## src/rtl/vga_compositor_pkg.sv

```systemverilog
// Shared types, widths and default VGA timing for the compositor slice.
package vga_compositor_pkg;

    localparam int COLOR_RGB_DEPTH = 12;
    localparam int H_DISP_LEN      = 10;
    localparam int V_DISP_LEN      = 10;
    localparam int CNT_W           = 10;

    localparam int H_DISP_DEF = 640;
    localparam int H_FP_DEF   = 16;
    localparam int H_SYNC_DEF = 96;
    localparam int H_BP_DEF   = 48;

    localparam int V_DISP_DEF = 480;
    localparam int V_FP_DEF   = 10;
    localparam int V_SYNC_DEF = 2;
    localparam int V_BP_DEF   = 33;

    localparam int N_LAYERS_DEF  = 4;
    localparam int LAYER_LAT_DEF = 1;

    typedef logic [COLOR_RGB_DEPTH-1:0] rgb_t;
    typedef logic [CNT_W-1:0]           cnt_t;

    // True when v lies in the half-open window [lo, hi).
    function automatic logic inWindow(cnt_t v, cnt_t lo, cnt_t hi);
        return (v >= lo) && (v < hi);
    endfunction

endpackage

```

## src/rtl/vga_compositor_if.sv

```systemverilog
// Request/response bus between the compositor and its sprite/background layers.
interface vga_compositor_if
    import vga_compositor_pkg::*;
#(
    parameter int N_LAYERS = N_LAYERS_DEF
);
    logic [H_DISP_LEN-1:0]               req_x_addr;
    logic [V_DISP_LEN-1:0]               req_y_addr;
    logic                                req_v_sync;
    logic [N_LAYERS*COLOR_RGB_DEPTH-1:0] layer_rgb;
    logic [N_LAYERS-1:0]                 layer_alpha;

    modport master (
        output req_x_addr,
        output req_y_addr,
        output req_v_sync,
        input  layer_rgb,
        input  layer_alpha
    );

    modport slave (
        input  req_x_addr,
        input  req_y_addr,
        input  req_v_sync,
        output layer_rgb,
        output layer_alpha
    );
endinterface

```

## src/rtl/vga_compositor_timing.sv

```systemverilog
// Free-running horizontal/vertical scan counters and raw (unaligned) sync/active flags.
module vga_timing
    import vga_compositor_pkg::*;
#(
    parameter int H_DISP = H_DISP_DEF,
    parameter int H_FP   = H_FP_DEF,
    parameter int H_SYNC = H_SYNC_DEF,
    parameter int H_BP   = H_BP_DEF,
    parameter int V_DISP = V_DISP_DEF,
    parameter int V_FP   = V_FP_DEF,
    parameter int V_SYNC = V_SYNC_DEF,
    parameter int V_BP   = V_BP_DEF
) (
    input  logic clk_vga,
    input  logic rst,
    output cnt_t hcnt_o,
    output cnt_t vcnt_o,
    output logic active_o,
    output logic hs_raw_o,
    output logic vs_raw_o
);

    localparam cnt_t H_LAST     = cnt_t'(H_DISP + H_FP + H_SYNC + H_BP - 1);
    localparam cnt_t V_LAST     = cnt_t'(V_DISP + V_FP + V_SYNC + V_BP - 1);
    localparam cnt_t H_DISP_C   = cnt_t'(H_DISP);
    localparam cnt_t V_DISP_C   = cnt_t'(V_DISP);
    localparam cnt_t HS_START   = cnt_t'(H_DISP + H_FP);
    localparam cnt_t HS_END     = cnt_t'(H_DISP + H_FP + H_SYNC);
    localparam cnt_t VS_START   = cnt_t'(V_DISP + V_FP);
    localparam cnt_t VS_END     = cnt_t'(V_DISP + V_FP + V_SYNC);

    cnt_t hCnt_q, hCnt_d;
    cnt_t vCnt_q, vCnt_d;

    // Advance the scan position; the line counter steps only when the column wraps.
    always_comb begin
        hCnt_d = hCnt_q + cnt_t'(1);
        vCnt_d = vCnt_q;
        if (hCnt_q == H_LAST) begin
            hCnt_d = '0;
            if (vCnt_q == V_LAST) begin
                vCnt_d = '0;
            end else begin
                vCnt_d = vCnt_q + cnt_t'(1);
            end
        end
    end

    // Scan position registers, returned to the top-left corner on reset.
    always_ff @(posedge clk_vga or posedge rst) begin
        if (rst) begin
            hCnt_q <= '0;
            vCnt_q <= '0;
        end else begin
            hCnt_q <= hCnt_d;
            vCnt_q <= vCnt_d;
        end
    end

    assign hcnt_o   = hCnt_q;
    assign vcnt_o   = vCnt_q;
    assign active_o = (hCnt_q < H_DISP_C) && (vCnt_q < V_DISP_C);
    assign hs_raw_o = !inWindow(hCnt_q, HS_START, HS_END);
    assign vs_raw_o = !inWindow(vCnt_q, VS_START, VS_END);

endmodule

```

## src/rtl/vga_compositor.sv

```systemverilog
// Pixel-request initiator and priority layer mixer producing pipeline-aligned VGA output.
module vga_compositor
    import vga_compositor_pkg::*;
#(
    parameter int   H_DISP    = H_DISP_DEF,
    parameter int   H_FP      = H_FP_DEF,
    parameter int   H_SYNC    = H_SYNC_DEF,
    parameter int   H_BP      = H_BP_DEF,
    parameter int   V_DISP    = V_DISP_DEF,
    parameter int   V_FP      = V_FP_DEF,
    parameter int   V_SYNC    = V_SYNC_DEF,
    parameter int   V_BP      = V_BP_DEF,
    parameter int   N_LAYERS  = N_LAYERS_DEF,
    parameter int   LAYER_LAT = LAYER_LAT_DEF,
    parameter rgb_t BG_RGB    = 12'h000
) (
    input  logic                    clk_vga,
    input  logic                    rst,
    input  logic                    en_i,
    vga_compositor_if.master        layer_if,
    output logic                    frame_start_o,
    output rgb_t                    vga_rgb_o,
    output logic                    vga_hs_o,
    output logic                    vga_vs_o,
    output logic                    vga_de_o
);

    cnt_t hCnt;
    cnt_t vCnt;
    logic active;
    logic hsRaw;
    logic vsRaw;

    vga_timing #(
        .H_DISP (H_DISP),
        .H_FP   (H_FP),
        .H_SYNC (H_SYNC),
        .H_BP   (H_BP),
        .V_DISP (V_DISP),
        .V_FP   (V_FP),
        .V_SYNC (V_SYNC),
        .V_BP   (V_BP)
    ) u_timing (
        .clk_vga  (clk_vga),
        .rst      (rst),
        .hcnt_o   (hCnt),
        .vcnt_o   (vCnt),
        .active_o (active),
        .hs_raw_o (hsRaw),
        .vs_raw_o (vsRaw)
    );

    // Outside the visible area the address is forced to all-ones so no layer can hit.
    assign layer_if.req_x_addr = active ? hCnt : '1;
    assign layer_if.req_y_addr = active ? vCnt : '1;
    assign layer_if.req_v_sync = vsRaw;

    logic [LAYER_LAT-1:0] activePipe_q;
    logic [LAYER_LAT-1:0] hsPipe_q;
    logic [LAYER_LAT-1:0] vsPipe_q;

    // Delay timing flags by the layer read latency so they line up with layer data.
    always_ff @(posedge clk_vga or posedge rst) begin
        if (rst) begin
            activePipe_q <= '0;
            hsPipe_q     <= '1;
            vsPipe_q     <= '1;
        end else begin
            activePipe_q[0] <= active;
            hsPipe_q[0]     <= hsRaw;
            vsPipe_q[0]     <= vsRaw;
            for (int i = 1; i < LAYER_LAT; i++) begin
                activePipe_q[i] <= activePipe_q[i-1];
                hsPipe_q[i]     <= hsPipe_q[i-1];
                vsPipe_q[i]     <= vsPipe_q[i-1];
            end
        end
    end

    logic activeAligned;
    logic hsAligned;
    logic vsAligned;
    rgb_t mixRgb;

    assign activeAligned = activePipe_q[LAYER_LAT-1];
    assign hsAligned     = hsPipe_q[LAYER_LAT-1];
    assign vsAligned     = vsPipe_q[LAYER_LAT-1];

    // Priority pick: walking from the lowest priority upward lets layer 0 overwrite last.
    always_comb begin
        mixRgb = BG_RGB;
        for (int k = N_LAYERS - 1; k >= 0; k--) begin
            if (layer_if.layer_alpha[k]) begin
                mixRgb = layer_if.layer_rgb[k*COLOR_RGB_DEPTH +: COLOR_RGB_DEPTH];
            end
        end
    end

    rgb_t rgb_q, rgb_d;
    logic hs_q, hs_d;
    logic vs_q, vs_d;
    logic de_q, de_d;
    logic frameStart_q, frameStart_d;

    // Next values for the output stage; enable only gates colour, never timing.
    always_comb begin
        rgb_d        = '0;
        hs_d         = hsAligned;
        vs_d         = vsAligned;
        de_d         = activeAligned;
        frameStart_d = (hCnt == '0) && (vCnt == '0);
        if (activeAligned && en_i) begin
            rgb_d = mixRgb;
        end
    end

    // Output register stage; sync outputs idle high while in reset.
    always_ff @(posedge clk_vga or posedge rst) begin
        if (rst) begin
            rgb_q        <= '0;
            hs_q         <= 1'b1;
            vs_q         <= 1'b1;
            de_q         <= 1'b0;
            frameStart_q <= 1'b0;
        end else begin
            rgb_q        <= rgb_d;
            hs_q         <= hs_d;
            vs_q         <= vs_d;
            de_q         <= de_d;
            frameStart_q <= frameStart_d;
        end
    end

    assign vga_rgb_o     = rgb_q;
    assign vga_hs_o      = hs_q;
    assign vga_vs_o      = vs_q;
    assign vga_de_o      = de_q;
    assign frame_start_o = frameStart_q;

endmodule

```

## src/flat_wrapper.sv

```systemverilog
// flat-port wrapper written by rule: the top's interface ports become plain ports
module vga_compositor_flat import vga_compositor_pkg::*;
#(
    parameter int   H_DISP    = H_DISP_DEF,
    parameter int   H_FP      = H_FP_DEF,
    parameter int   H_SYNC    = H_SYNC_DEF,
    parameter int   H_BP      = H_BP_DEF,
    parameter int   V_DISP    = V_DISP_DEF,
    parameter int   V_FP      = V_FP_DEF,
    parameter int   V_SYNC    = V_SYNC_DEF,
    parameter int   V_BP      = V_BP_DEF,
    parameter int   N_LAYERS  = N_LAYERS_DEF,
    parameter int   LAYER_LAT = LAYER_LAT_DEF,
    parameter rgb_t BG_RGB    = 12'h000
)
  (clk_vga, rst, en_i, frame_start_o, vga_rgb_o, vga_hs_o, vga_vs_o, vga_de_o, layer_if_req_x_addr, layer_if_req_y_addr, layer_if_req_v_sync, layer_if_layer_rgb, layer_if_layer_alpha);
  vga_compositor_if #(.N_LAYERS(N_LAYERS)) layer_if_i ();
  input  logic clk_vga;
  input  logic rst;
  input  logic en_i;
  output logic frame_start_o;
  output rgb_t vga_rgb_o;
  output logic vga_hs_o;
  output logic vga_vs_o;
  output logic vga_de_o;
  output wire logic [$bits(layer_if_i.req_x_addr)-1:0] layer_if_req_x_addr;
  output wire logic [$bits(layer_if_i.req_y_addr)-1:0] layer_if_req_y_addr;
  output wire logic [$bits(layer_if_i.req_v_sync)-1:0] layer_if_req_v_sync;
  input wire logic [$bits(layer_if_i.layer_rgb)-1:0] layer_if_layer_rgb;
  input wire logic [$bits(layer_if_i.layer_alpha)-1:0] layer_if_layer_alpha;
  assign layer_if_req_x_addr = layer_if_i.req_x_addr;
  assign layer_if_req_y_addr = layer_if_i.req_y_addr;
  assign layer_if_req_v_sync = layer_if_i.req_v_sync;
  assign layer_if_i.layer_rgb = layer_if_layer_rgb;
  assign layer_if_i.layer_alpha = layer_if_layer_alpha;
  vga_compositor #(.H_DISP(H_DISP), .H_FP(H_FP), .H_SYNC(H_SYNC), .H_BP(H_BP), .V_DISP(V_DISP), .V_FP(V_FP), .V_SYNC(V_SYNC), .V_BP(V_BP), .N_LAYERS(N_LAYERS), .LAYER_LAT(LAYER_LAT), .BG_RGB(BG_RGB)) u_core (.clk_vga(clk_vga), .rst(rst), .en_i(en_i), .layer_if(layer_if_i), .frame_start_o(frame_start_o), .vga_rgb_o(vga_rgb_o), .vga_hs_o(vga_hs_o), .vga_vs_o(vga_vs_o), .vga_de_o(vga_de_o));
endmodule
```

## config.mk

```make
export PLATFORM = sky130hd
export DESIGN_NAME = vga_compositor_flat
export DESIGN_NICKNAME = d
export VERILOG_FILES = /design/src/rtl/vga_compositor_pkg.sv /design/src/rtl/vga_compositor_if.sv /design/src/rtl/vga_compositor_timing.sv /design/src/rtl/vga_compositor.sv /design/src/flat_wrapper.sv
export SDC_FILE = /design/constraint.sdc
export NUM_CORES = 1
export LEC_CHECK = 0
export CORE_ASPECT_RATIO = 1.4
export CORE_MARGIN = 4
export CORE_UTILIZATION = 43
export DETAILED_ROUTE_END_ITERATION = 16
export PLACE_DENSITY = 0.87
export SETUP_SLACK_MARGIN = 0.1
export SYNTH_ARGS = -nofsm -noshare
export SYNTH_HDL_FRONTEND = slang
export SYNTH_SLANG_ARGS = --single-unit
```

## constraint.sdc

```tcl
create_clock -name clk_vga -period 2.1 [get_ports clk_vga]
set_clock_uncertainty 0.05 [all_clocks]
set_input_delay 0.42 -clock clk_vga [delete_from_list [all_inputs] [get_ports clk_vga]]
set_output_delay 0.42 -clock clk_vga [all_outputs]
set_load 0.01 [all_outputs]
```

==> summary.txt, run 1 <==
Floorplanning
  – Boundary Pins: between 90 and 100
  – Initial Util: a little under half
  – Die area: 0.00643 mm^2
  – Cell Rows: 30
  – Die Y: around 93 um
  – CORE AREA: approximately 0.005 mm^2
  – Die W: just under 70 um

Yosys
  – Synth Cell Area: roughly 0.0022 mm^2
  – Post-synthesis async set-or-reset flop share: 100%
  – Synth Instances: between 200 and 250
  – Sequential cell area fraction in the yosys report: between 40 and 50%
  – Post-synth EDFFs: 0
  – Main synth FF type: dfrtp_1
  – Mean Syn Cell Area: slightly below 10 um^2
  – Mapped Nets: between 200 and 300
  – Yosys reg bits: 39
  – Yosys warning count: 0
  – Yosys cell types: just over 50

Critical path
  – WS Path Type: flop to output port
  – FF-to-FF setup slack: between 0.3 and 0.4 ns
  – CP max FO: 4
  – Setup crit end kind: output port
  – FF-to-FF path depth: 6
  – RR Endpoint: u_core.u_timing.vcnt_o[1]$_DFFE_PP0N_
  – WP data arrival: about 1.7 ns
  – Startpoint Class: flop
  – Reg-to-reg startpoint: u_core.u_timing.vcnt_o[1]$_DFFE_PP0N_
  – Worst path required time: 1.63 ns

Power
  – Overall power: about 1.5 mW
  – Peak supply drop: between 0.4 and 0.5 mV
  – Reg power frac: between 50 and 60%
  – Combinational power share: between 10% and 20%
  – Switching share of total power: about 23%
  – Clock share of power: about a third
  – PD cells: 454 mW/mm^2
  – P_int: approximately 1.2 mW
  – Sw Pwr: 355 uW
  – Leak: 1.55 nW

STA
  – Worst-Margin Slew: approximately 0.47 ns
  – Final hold violations: 0
  – Post-route minimum period: around 2.1 ns
  – F_max: around 470 MHz
  – Period utilisation layout: 102%
  – Setup tns final: -0.0976 ns
  – RSZ-0062 raised after global routing: yes
  – Hold WS: roughly 0.22 ns
  – Final setup violation count: 4
  – Max-slew violation count: 0
  – Final WS setup: -0.0330 ns
  – Relative max-transition margin: 68.5%

Drt
  – Vias per cell: approximately 5.6
  – DR vias: between 2000 and 2500
  – Routed len/inst: 16.5 um
  – ANT nets after route: 0
  – Final WL: 6.62 mm
  – Residual DRC: 0
  – Pre-antenna DRT Iters: 4
  – Iter 0 DRT Violations: 95

Clocking
  – TritonCTS Sinks: 39
  – Root buffer cell: clkbuf_8
  – Maximum clock path buffer count: 2
  – H-tree depth: 2
  – Hold buffers post-CTS: 0
  – Total CTS buffers: 5
  – Clk_lat worst skew: around 0.29 ns
  – Clock transition at path regs: 0.07 ns
  – CTS tree: yes

Global routing
  – Largest net degree at the start of global routing: 39
  – GRT met1 Usage: roughly a quarter
  – Number of global-route vias before repair: between 2000 and 2500
  – GRT Max-Usage Layer: met2
  – First-pass GRT wire length: roughly 10 mm
  – Grt ovf: 0
  – GRT Util Overall: roughly 22%
  – Met3 usage: 7.09%
  – Routing usage on met2: between 30% and 40%
  – Initial antenna violation count: 0

Final layout
  – Diodes inserted: 0
  – Area delta synth->final: 51.8%
  – Layout cells sized above 1: between 20 and 25%
  – Nets: just under 400

Run status
  – Failing checks: setup timing
  – Status: complete, but fails checks

Place
  – Port Buffers: around 90
  – Pre-CTS WS: -0.0615 ns
  – Routability cong.: about 0.88
  – Placed wire-length estimate: just over 5 mm

Run
  – Maxcap violations: 0

Min path
  – Hold Path Class: input port to async pin
[worst max path at each step]
stage / from / end / cells past startpoint
2_1_floorplan: u_core.u_timing.vcnt_o[6]$_DFFE_PP0N_ / layer_if_req_x_addr[2] / 5
3_3_place_gp: u_core.u_timing.vcnt_o[5]$_DFFE_PP0N_ / layer_if_req_y_addr[4] / 6
3_5_place_dp: u_core.u_timing.vcnt_o[5]$_DFFE_PP0N_ / layer_if_req_y_addr[4] / 6
4_1_cts: u_core.u_timing.vcnt_o[8]$_DFFE_PP0N_ / layer_if_req_y_addr[7] / 7
5_1_grt: u_core.u_timing.vcnt_o[8]$_DFFE_PP0N_ / layer_if_req_y_addr[7] / 7
6_report: u_core.u_timing.vcnt_o[8]$_DFFE_PP0N_ / layer_if_req_y_addr[5] / 7
[stage by stage]
step | instance area (um^2) | utilization (%) | instances
floorplan | 2230 | - | 226
global placement | 3280 | 66.3 | 389
detailed placement | 3280 | 66.3 | 389
CTS | 3360 | 67.7 | 399
global route | 3390 | 68.4 | 401
finish | 3390 | 68.4 | 401
[cell usage after synthesis (3+ instances only)]
master | count | area share [%]
xnor2_1 | 4 | 1.6
or2_1 | 8 | 2.2
and3_1 | 3 | 0.84
xor2_1 | 6 | 2.4
inv_1 | 7 | 1.2
o21ai_0 | 6 | 1.3
a221oi_1 | 11 | 4.3
nor2_1 | 8 | 1.3
dfstp_2 | 4 | 4.7
o32ai_1 | 11 | 4.3
buf_2 | 4 | 0.90
o21ai_1 | 4 | 0.90
nand3_1 | 15 | 3.4
clkbuf_1 | 5 | 0.84
a21oi_1 | 3 | 0.67
nand2_1 | 27 | 4.5
ha_1 | 4 | 2.2
nor2b_1 | 12 | 3.4
nand4_1 | 3 | 0.84
or2_2 | 5 | 1.4
dfrtp_1 | 35 | 39
nor4_1 | 3 | 0.84
nor3_2 | 3 | 1.3
[timing repair]
action | CTS | global route
buffers inserted | 2 | 2
gates resized for setup | 70 | 11
endpoints found under the setup margin | 21 | 20
pin swaps | 2 | 1
[area by class of cell]
class / instances / area [um^2]
Fill cell: 398 / 1570
Tap cell: 64 / 80.1
Sequential cell: 39 / 981
Timing Repair Buffer: 118 / 1070
Inverter: 7 / 26.3
Clock buffer: 7 / 86.3
Multi-Input combinational cell: 165 / 1140
Clock inverter: 1 / 5.00
[power by group through the flow]
stage | clock (mW) | combinational [mW] | sequential (mW)
CTS | 0.535 | 0.244 | 0.773
global placement | 0 | 0.239 | 0.787
finish | 0.523 | 0.243 | 0.773
global route | 0.569 | 0.261 | 0.775
floorplan | 0 | 0.0676 | 0.796
detailed placement | 0 | 0.242 | 0.787
[state kept, by name, indices dropped and copies added (netlist names)]
name                    count
u_core.u_timing.hcnt_o     10
u_core.vsAligned            1
u_core.vga_vs_o             1
u_core.activeAligned        1
u_core.u_timing.vcnt_o     10
u_core.frame_start_o        1
u_core.vga_hs_o             1
u_core.vga_rgb_o           12
u_core.vga_de_o             1
u_core.hsAligned            1
[layer usage]
layer  up-vias  part of all wire [%]
met2       106                    52
met1      1073                    37
met4         0                   1.9
met3        13                   9.2
li1       1034                     -
met5         -                     0
[layout by cell type (no fill, tap or decap), types with 2 or more instances in the layout]
cell type / n
nand2b_1: 2
nand4_1: 3
and3_1: 3
inv_1: 7
o21ai_1: 4
a221oi_1: 11
dfrtp_1: 35
dfstp_2: 4
nand2_1: 26
clkbuf_8: 6
clkdlybuf4s50_1: 70
o32ai_1: 11
a21oi_1: 3
xnor2_1: 4
nand3_1: 15
nor3_1: 2
ha_1: 4
nor2_1: 8
nor2b_1: 12
clkbuf_2: 3
o21ai_0: 6
buf_4: 23
mux2i_1: 2
nor3_2: 3
buf_2: 8
buf_6: 9
dlygate4sd2_1: 5
or2_4: 2
xor2_1: 6
or2_2: 3
nor4_1: 3
o211ai_1: 2
or2_1: 8
[cell families (layout without fill, tap and decap cells)]
kind of cell / count (synthesis) / in the layout / synth area share, %
xor gates and xnor gates: 10 / 10 / 3.92
adders and majority gates: 4 / 4 / 2.24
muxes: 2 / 2 / 0.896
AOI/OAI and AO/OA: 44 / 44 / 14.6
DFF: 39 / 39 / 43.9
and+or+nand+nor: 105 / 105 / 28.2
buffers and inverters: 22 / 133 / 6.22
[worst max-delay path, cell delays in order, from the launching register on]
cell and delay (ns):
dfrtp_1 0.39, and4_4 0.20, nor2_4 0.12, nand2_4 0.08
buf_6 0.14, buf_6 0.11, or2_4 0.22, buf_6 0.12
Power figures use the tool's default switching activity.
==> run 2, diff against run 1 <==
--- a/config.mk
+++ b/config.mk
@@ -5,11 +5,12 @@
 export SDC_FILE = /design/constraint.sdc
 export NUM_CORES = 1
 export LEC_CHECK = 0
+export ABC_CLOCK_PERIOD_IN_PS = 2100
 export CORE_ASPECT_RATIO = 1.4
 export CORE_MARGIN = 4
 export CORE_UTILIZATION = 43
 export DETAILED_ROUTE_END_ITERATION = 16
-export PLACE_DENSITY = 0.87
+export PLACE_DENSITY = 0.85
 export SETUP_SLACK_MARGIN = 0.1
 export SYNTH_ARGS = -nofsm -noshare
 export SYNTH_HDL_FRONTEND = slang
==> summary.txt, run 2 (synthesized netlist as in run 1, its figures left out) <==
STA
  – Period utilisation layout: approximately 95%
  – Post-route minimum period: around 2.0 ns
  – Hold WS: a little over 0.3 ns
  – Worst-Margin Slew: around 0.7 ns
  – Relative max-transition margin: 53.2%
  – Final hold violations: 0
  – Final setup violation count: 0
  – F_max: 499 MHz
  – Setup tns final: 0 ns
  – RSZ-0062 raised after global routing: yes
  – Max-slew violation count: 0

Critical path
  – Critical path endpoint: layer_if_req_x_addr[2]
  – WS Path Type: flop to output port
  – FF-to-FF setup slack: 0.34 ns
  – FF-to-FF path depth: 5
  – Reg-to-reg startpoint: u_core.u_timing.hcnt_o[0]$_DFF_PP0_
  – Startpoint Class: flop
  – CP max FO: 7
  – RR Endpoint: u_core.u_timing.vcnt_o[2]$_DFFE_PP0N_
  – WP data arrival: approximately 1.5 ns
  – CP startpoint: u_core.u_timing.vcnt_o[5]$_DFFE_PP0N_
  – Worst path required time: ~1.6 ns
  – Setup crit end kind: output port

Floorplanning
  – Initial Util: a little under half
  – Die W: a little under 70 um
  – CORE AREA: about 0.0050 mm^2
  – Cell Rows: 30
  – Boundary Pins: 92
  – Die Y: roughly 93 um
  – Die area: between 0.006 and 0.007 mm^2

Run status
  – Status: finished clean

Clocking
  – Clock transition at path regs: 0.07 ns
  – TritonCTS Sinks: 39
  – Root buffer cell: clkbuf_8
  – Total CTS buffers: 5
  – Clk_lat worst skew: 0.28 ns
  – CTS tree: yes
  – H-tree depth: 2
  – Maximum clock path buffer count: 2

Global routing
  – First-pass GRT wire length: 10.2 mm
  – GRT Util Overall: 21.0%
  – Initial antenna violation count: 0
  – Grt ovf: 0
  – Largest net degree at the start of global routing: 40
  – Number of global-route vias before repair: roughly 2200

Drt
  – Pre-antenna DRT Iters: 4
  – ANT nets after route: 0
  – Routed len/inst: about 15 um
  – Iter 0 DRT Violations: between 100 and 150
  – Residual DRC: 0
  – DR vias: between 2000 and 2500
  – Final WL: around 6 mm
  – Vias per cell: 5.40

Final layout
  – Non-filler cells, final: roughly 400
  – Commonest non-fill, non-tap cells in the layout: clkdlybuf4s50_1, dfrtp_1, nand2_1
  – Commonest non-fill, non-tap cell in the layout: clkdlybuf4s50_1
  – Cell area after layout: about 0.0033 mm^2
  – Largest register FFs: 12
  – Area delta synth->final: 48.7%
  – Nets: about 400
  – # fillers: about 430
  – Diodes inserted: 0
  – Layout cells sized above 1: between 20% and 30%

Place
  – Port Buffers: 91
  – Placed wire-length estimate: slightly below 5 mm
  – Routability cong.: ~0.89
  – Placed cells: slightly below 400
  – Placed Area: ~0.0033 mm^2

Power
  – Leak: about 1.5 nW
  – PD cells: about 450 mW/mm^2
  – Peak supply drop: ~0.27 mV

Min path
  – Hold Path Class: flop to flop

Run
  – Maxcap violations: 0
-- run 2: cell types whose count changed in the layout (fill, tap and decap cells not counted), sizes merged --
cell and change:
clkbuf -2, dlygate4sd2 +1, buf -2
-- run 2: report_power, final --
group	total, mW	internal [mW]	switching, mW
combinational	0.237	0.150	0.0869
clock	0.483	0.233	0.250
sequential	0.773	0.768	0.00463
-- run 2: critical path, stage by stage (launching register included) --
cell,delay (ns)
dfrtp_1,0.38
and4_4,0.20
nor2_4,0.11
nand2_4,0.08
buf_6,0.13
or2_1,0.20
buf_2,0.14
-- run 2: what timing repair did --
action / 4_1_cts / 5_1_grt
endpoints found under the hold margin: 0 / 0
gates cloned: 0 / 0
buffers inserted: 0 / 1
pin swaps: 0 / 3
setup endpoints to repair: 21 / 19
gates resized for setup: 66 / 6
hold buffers: 0 / 0
-- run 2: layer usage --
metal | wire length [um] | GRT usage (%) | up-vias
met3 | 606 | 6.85 | 8
met2 | 3160 | 36.8 | 98
li1 | - | - | 1030
met5 | 0 | 0 | -
met4 | 111 | 7.15 | 0
met1 | 2230 | 23.1 | 1012
-- run 2: cell type report --
class / count / area (um^2) / share of cell area (%)
Clock buffer: 7 / 76.3 / 2.30
Clock inverter: 1 / 5.00 / 0.151
Inverter: 7 / 26.3 / 0.791
Multi-Input combinational cell: 165 / 1130 / 33.9
Sequential cell: 39 / 981 / 29.5
Tap cell: 64 / 80.1 / 2.41
Timing Repair Buffer: 115 / 1020 / 30.9
-- run 2: how the worst min path moves through the flow --
stage / startpoint / end / slack, ns / depth (start not counted)
after floorplan: u_core.hsAligned$_DFF_PP1_ / u_core.vga_hs_o$_DFF_PP1_ / 0.30 / 0
after global placement: u_core.hsAligned$_DFF_PP1_ / u_core.vga_hs_o$_DFF_PP1_ / 0.30 / 0
final: u_core.vsAligned$_DFF_PP1_ / u_core.vga_vs_o$_DFF_PP1_ / 0.31 / 0
after CTS: u_core.vsAligned$_DFF_PP1_ / u_core.vga_vs_o$_DFF_PP1_ / 0.31 / 0
after detailed placement: u_core.vsAligned$_DFF_PP1_ / u_core.vga_vs_o$_DFF_PP1_ / 0.30 / 0
after global routing: u_core.vsAligned$_DFF_PP1_ / u_core.vga_vs_o$_DFF_PP1_ / 0.31 / 0
-- run 2: metrics by stage --
stage / worst slack, ns / power (mW) / utilization, %
after global routing: 0.0417 / 1.56 / 67.0
final: 0.0970 / 1.49 / 67.0
after floorplan: 0.350 / 0.864 / -
after global placement: 0.00627 / 1.02 / 66.3
after CTS: 0.0847 / 1.51 / 67.0
after detailed placement: -0.0514 / 1.03 / 66.3
==> run 3, diff against run 2 <==
--- a/config.mk
+++ b/config.mk
@@ -5,13 +5,14 @@
 export SDC_FILE = /design/constraint.sdc
 export NUM_CORES = 1
 export LEC_CHECK = 0
-export ABC_CLOCK_PERIOD_IN_PS = 2100
+export ABC_CLOCK_PERIOD_IN_PS = 1900
 export CORE_ASPECT_RATIO = 1.4
 export CORE_MARGIN = 4
 export CORE_UTILIZATION = 43
 export DETAILED_ROUTE_END_ITERATION = 16
 export PLACE_DENSITY = 0.85
 export SETUP_SLACK_MARGIN = 0.1
+export SKIP_LAST_GASP = 1
 export SYNTH_ARGS = -nofsm -noshare
 export SYNTH_HDL_FRONTEND = slang
 export SYNTH_SLANG_ARGS = --single-unit
==> constraint.sdc (replaced) <==
create_clock -name clk_vga -period 1.9 [get_ports clk_vga]
set_clock_uncertainty 0.05 [all_clocks]
set_input_delay 0.38 -clock clk_vga [delete_from_list [all_inputs] [get_ports clk_vga]]
set_output_delay 0.38 -clock clk_vga [all_outputs]
set_load 0.01 [all_outputs]
==> summary.txt, run 3 (synthesized netlist as in run 1, its figures left out) <==
Floorplanning
  – Boundary Pins: slightly above 90
  – Die area: around 0.0064 mm^2
  – Cell Rows: 30
  – CORE AREA: roughly 0.0050 mm^2
  – Initial Util: a little under half
  – Die Y: around 93 um
  – Die W: around 69 um

Clocking
  – Root buffer cell: clkbuf_8
  – Total CTS buffers: 5
  – Maximum clock path buffer count: 2
  – H-tree depth: 2
  – Clock transition at path regs: about 0.080 ns
  – Clk_lat worst skew: approximately 0.29 ns
  – CTS tree: yes
  – TritonCTS Sinks: 39

Global routing
  – Largest net degree at the start of global routing: 40
  – GRT Util Overall: a little over a fifth
  – Initial antenna violation count: 0
  – First-pass GRT wire length: slightly above 10 mm
  – Grt ovf: 0
  – Number of global-route vias before repair: 2300

Drt
  – DR vias: 2192
  – Final WL: 6.43 mm
  – DR WL met3: just under 700 um
  – Iter 0 DRT Violations: between 100 and 150
  – Pre-antenna DRT Iters: 6
  – Max Used Layer: met4
  – Routed len/inst: between 15 and 20 um
  – Met2 WL: around 3.2 mm
  – Met1 wire length: 2.32 mm
  – Residual DRC: 0
  – Vias per cell: roughly 5.5
  – ANT nets after route: 0

Critical path
  – FF-to-FF setup slack: roughly 0.14 ns
  – Reg-to-reg startpoint: u_core.u_timing.vcnt_o[1]$_DFFE_PP0N_
  – FF-to-FF path depth: 6
  – Startpoint Class: flop
  – RR Endpoint: u_core.frame_start_o$_DFF_PP0_
  – Worst path required time: roughly 1.5 ns
  – WS Path Type: flop to output port
  – Cell Chain, Critical Path: and4_4, nor2_4, nand2_4, buf_6, or2_1, buf_2
  – Slowest stage delay, CP: 0.38 ns
  – WP data arrival: roughly 1.6 ns
  – Slowest CP cell: dfrtp_1
  – Setup crit end kind: output port
  – CP max FO: 7

Final layout
  – Area delta synth->final: 52.9%
  – Nets: 395
  – Layout cells sized above 1: between 20% and 30%
  – # fillers: 378
  – FF+latch area: roughly 980 um^2
  – Diodes inserted: 0
  – Commonest non-fill, non-tap cells in the layout: clkdlybuf4s50_1, dfrtp_1, nand2_1
  – Largest register FFs: 12
  – Commonest non-fill, non-tap cell in the layout: clkdlybuf4s50_1
  – Area of the multi-input gates: approximately 0.0011 mm^2

Min path
  – Hold Path Class: flop to flop
  – HP Start: u_core.vsAligned$_DFF_PP1_
  – Hold Crit Depth: 0
  – Hold path endpoint: u_core.vga_vs_o$_DFF_PP1_

STA
  – Max-slew violation count: 0
  – Worst-Margin Slew: 0.451 ns
  – F_max: just over 500 MHz
  – Hold WS: about 0.31 ns
  – Relative max-transition margin: 69.8%
  – RSZ-0062 raised after global routing: yes
  – Final setup violation count: 11
  – Final hold violations: 0
  – Post-route minimum period: just under 2 ns
  – Final WS setup: -0.0828 ns
  – Period utilisation layout: 104%

Place
  – Placed wire-length estimate: 4.95 mm
  – Routability cong.: 0.875
  – Port Buffers: 91

Run
  – Maxcap violations: 0

Power
  – PD cells: just over 500 mW/mm^2
  – Peak supply drop: 0.392 mV
  – Overall power: around 1.7 mW
  – Leak: around 1.5 nW

Run status
  – Status: complete, but fails checks
  – Failing checks: setup timing
==> run 3: cell count changes in the layout (fill, tap and decap cells not counted), moves of 2 or more <==
| cell | change |
|---|---|
| clkbuf_1 | -2 |
| clkbuf_8 | +2 |
| buf_6 | +7 |
| dlygate4sd2_1 | -6 |
==> run 3: critical path: cells and delay by family, from the launching register on <==
| family | cells | cell delay (ns) |
|---|---|---|
| DFF | 1 | 0.38 |
| and+or+nand+nor | 4 | 0.60 |
| buffers and inverters | 2 | 0.28 |
==> run 3: layout make-up <==
class	count	share of cell area (%)
timing repair buffer	118	31.6
clock buffer	7	2.82
sequential	39	28.7
clock inverter	1	0.220
inverter	7	0.769
tap	64	2.34
multi-input combinational	165	33.6
==> run 3: power breakdown <==
group	internal [mW]	switching [mW]	leakage [nW]	total (mW)
clock	0.330	0.293	0.0505	0.624
combinational	0.169	0.100	0.998	0.269
sequential	0.849	0.00543	0.494	0.854
total	1.35	0.399	1.54	1.75
==> run 3: per-layer routing <==
layer,vias to the layer above,GRT usage [%]
li1,1035,-
met1,1023,21.7
met2,116,35.6
met3,18,8.53
met4,0,9.11
met5,-,0
==> run 3: metrics by stage <==
step / util, % / worst slack, ns / TNS (ns) / cells / cell area (um^2)
4_1_cts: 68.4 / -0.114 / -0.983 / 399 / 3390
6_report: 68.9 / -0.0828 / -0.599 / 401 / 3420
3_5_place_dp: 66.7 / -0.243 / -4.24 / 390 / 3300
3_3_place_gp: 66.7 / -0.158 / -2.46 / 390 / 3300
2_1_floorplan: - / 0.190 / 0 / 226 / 2230
5_1_grt: 68.9 / -0.148 / -1.33 / 401 / 3420
==> run 3: how the worst max path moves through the flow <==
stage                                          endpoint                                   from  cells past startpoint
after floorplan                  layer_if_req_x_addr[2]  u_core.u_timing.vcnt_o[6]$_DFFE_PP0N_                      5
after global placement    u_core.vga_rgb_o[1]$_DFF_PP0_                layer_if_layer_alpha[3]                      4
after detailed placement  u_core.vga_rgb_o[3]$_DFF_PP0_                layer_if_layer_alpha[3]                      4
after CTS                        layer_if_req_x_addr[2]  u_core.u_timing.vcnt_o[8]$_DFFE_PP0N_                      6
after global routing             layer_if_req_x_addr[2]  u_core.u_timing.vcnt_o[8]$_DFFE_PP0N_                      6
final                            layer_if_req_x_addr[7]  u_core.u_timing.vcnt_o[8]$_DFFE_PP0N_                      6
==> run 3: repair_timing <==
| action | CTS | global route |
|---|---|---|
| gates resized for setup | 88 | 15 |
| endpoints found under the setup margin | 25 | 32 |
| setup buffers | 2 | 2 |
| hold buffers | 0 | 0 |
| pin swaps | 4 | 7 |
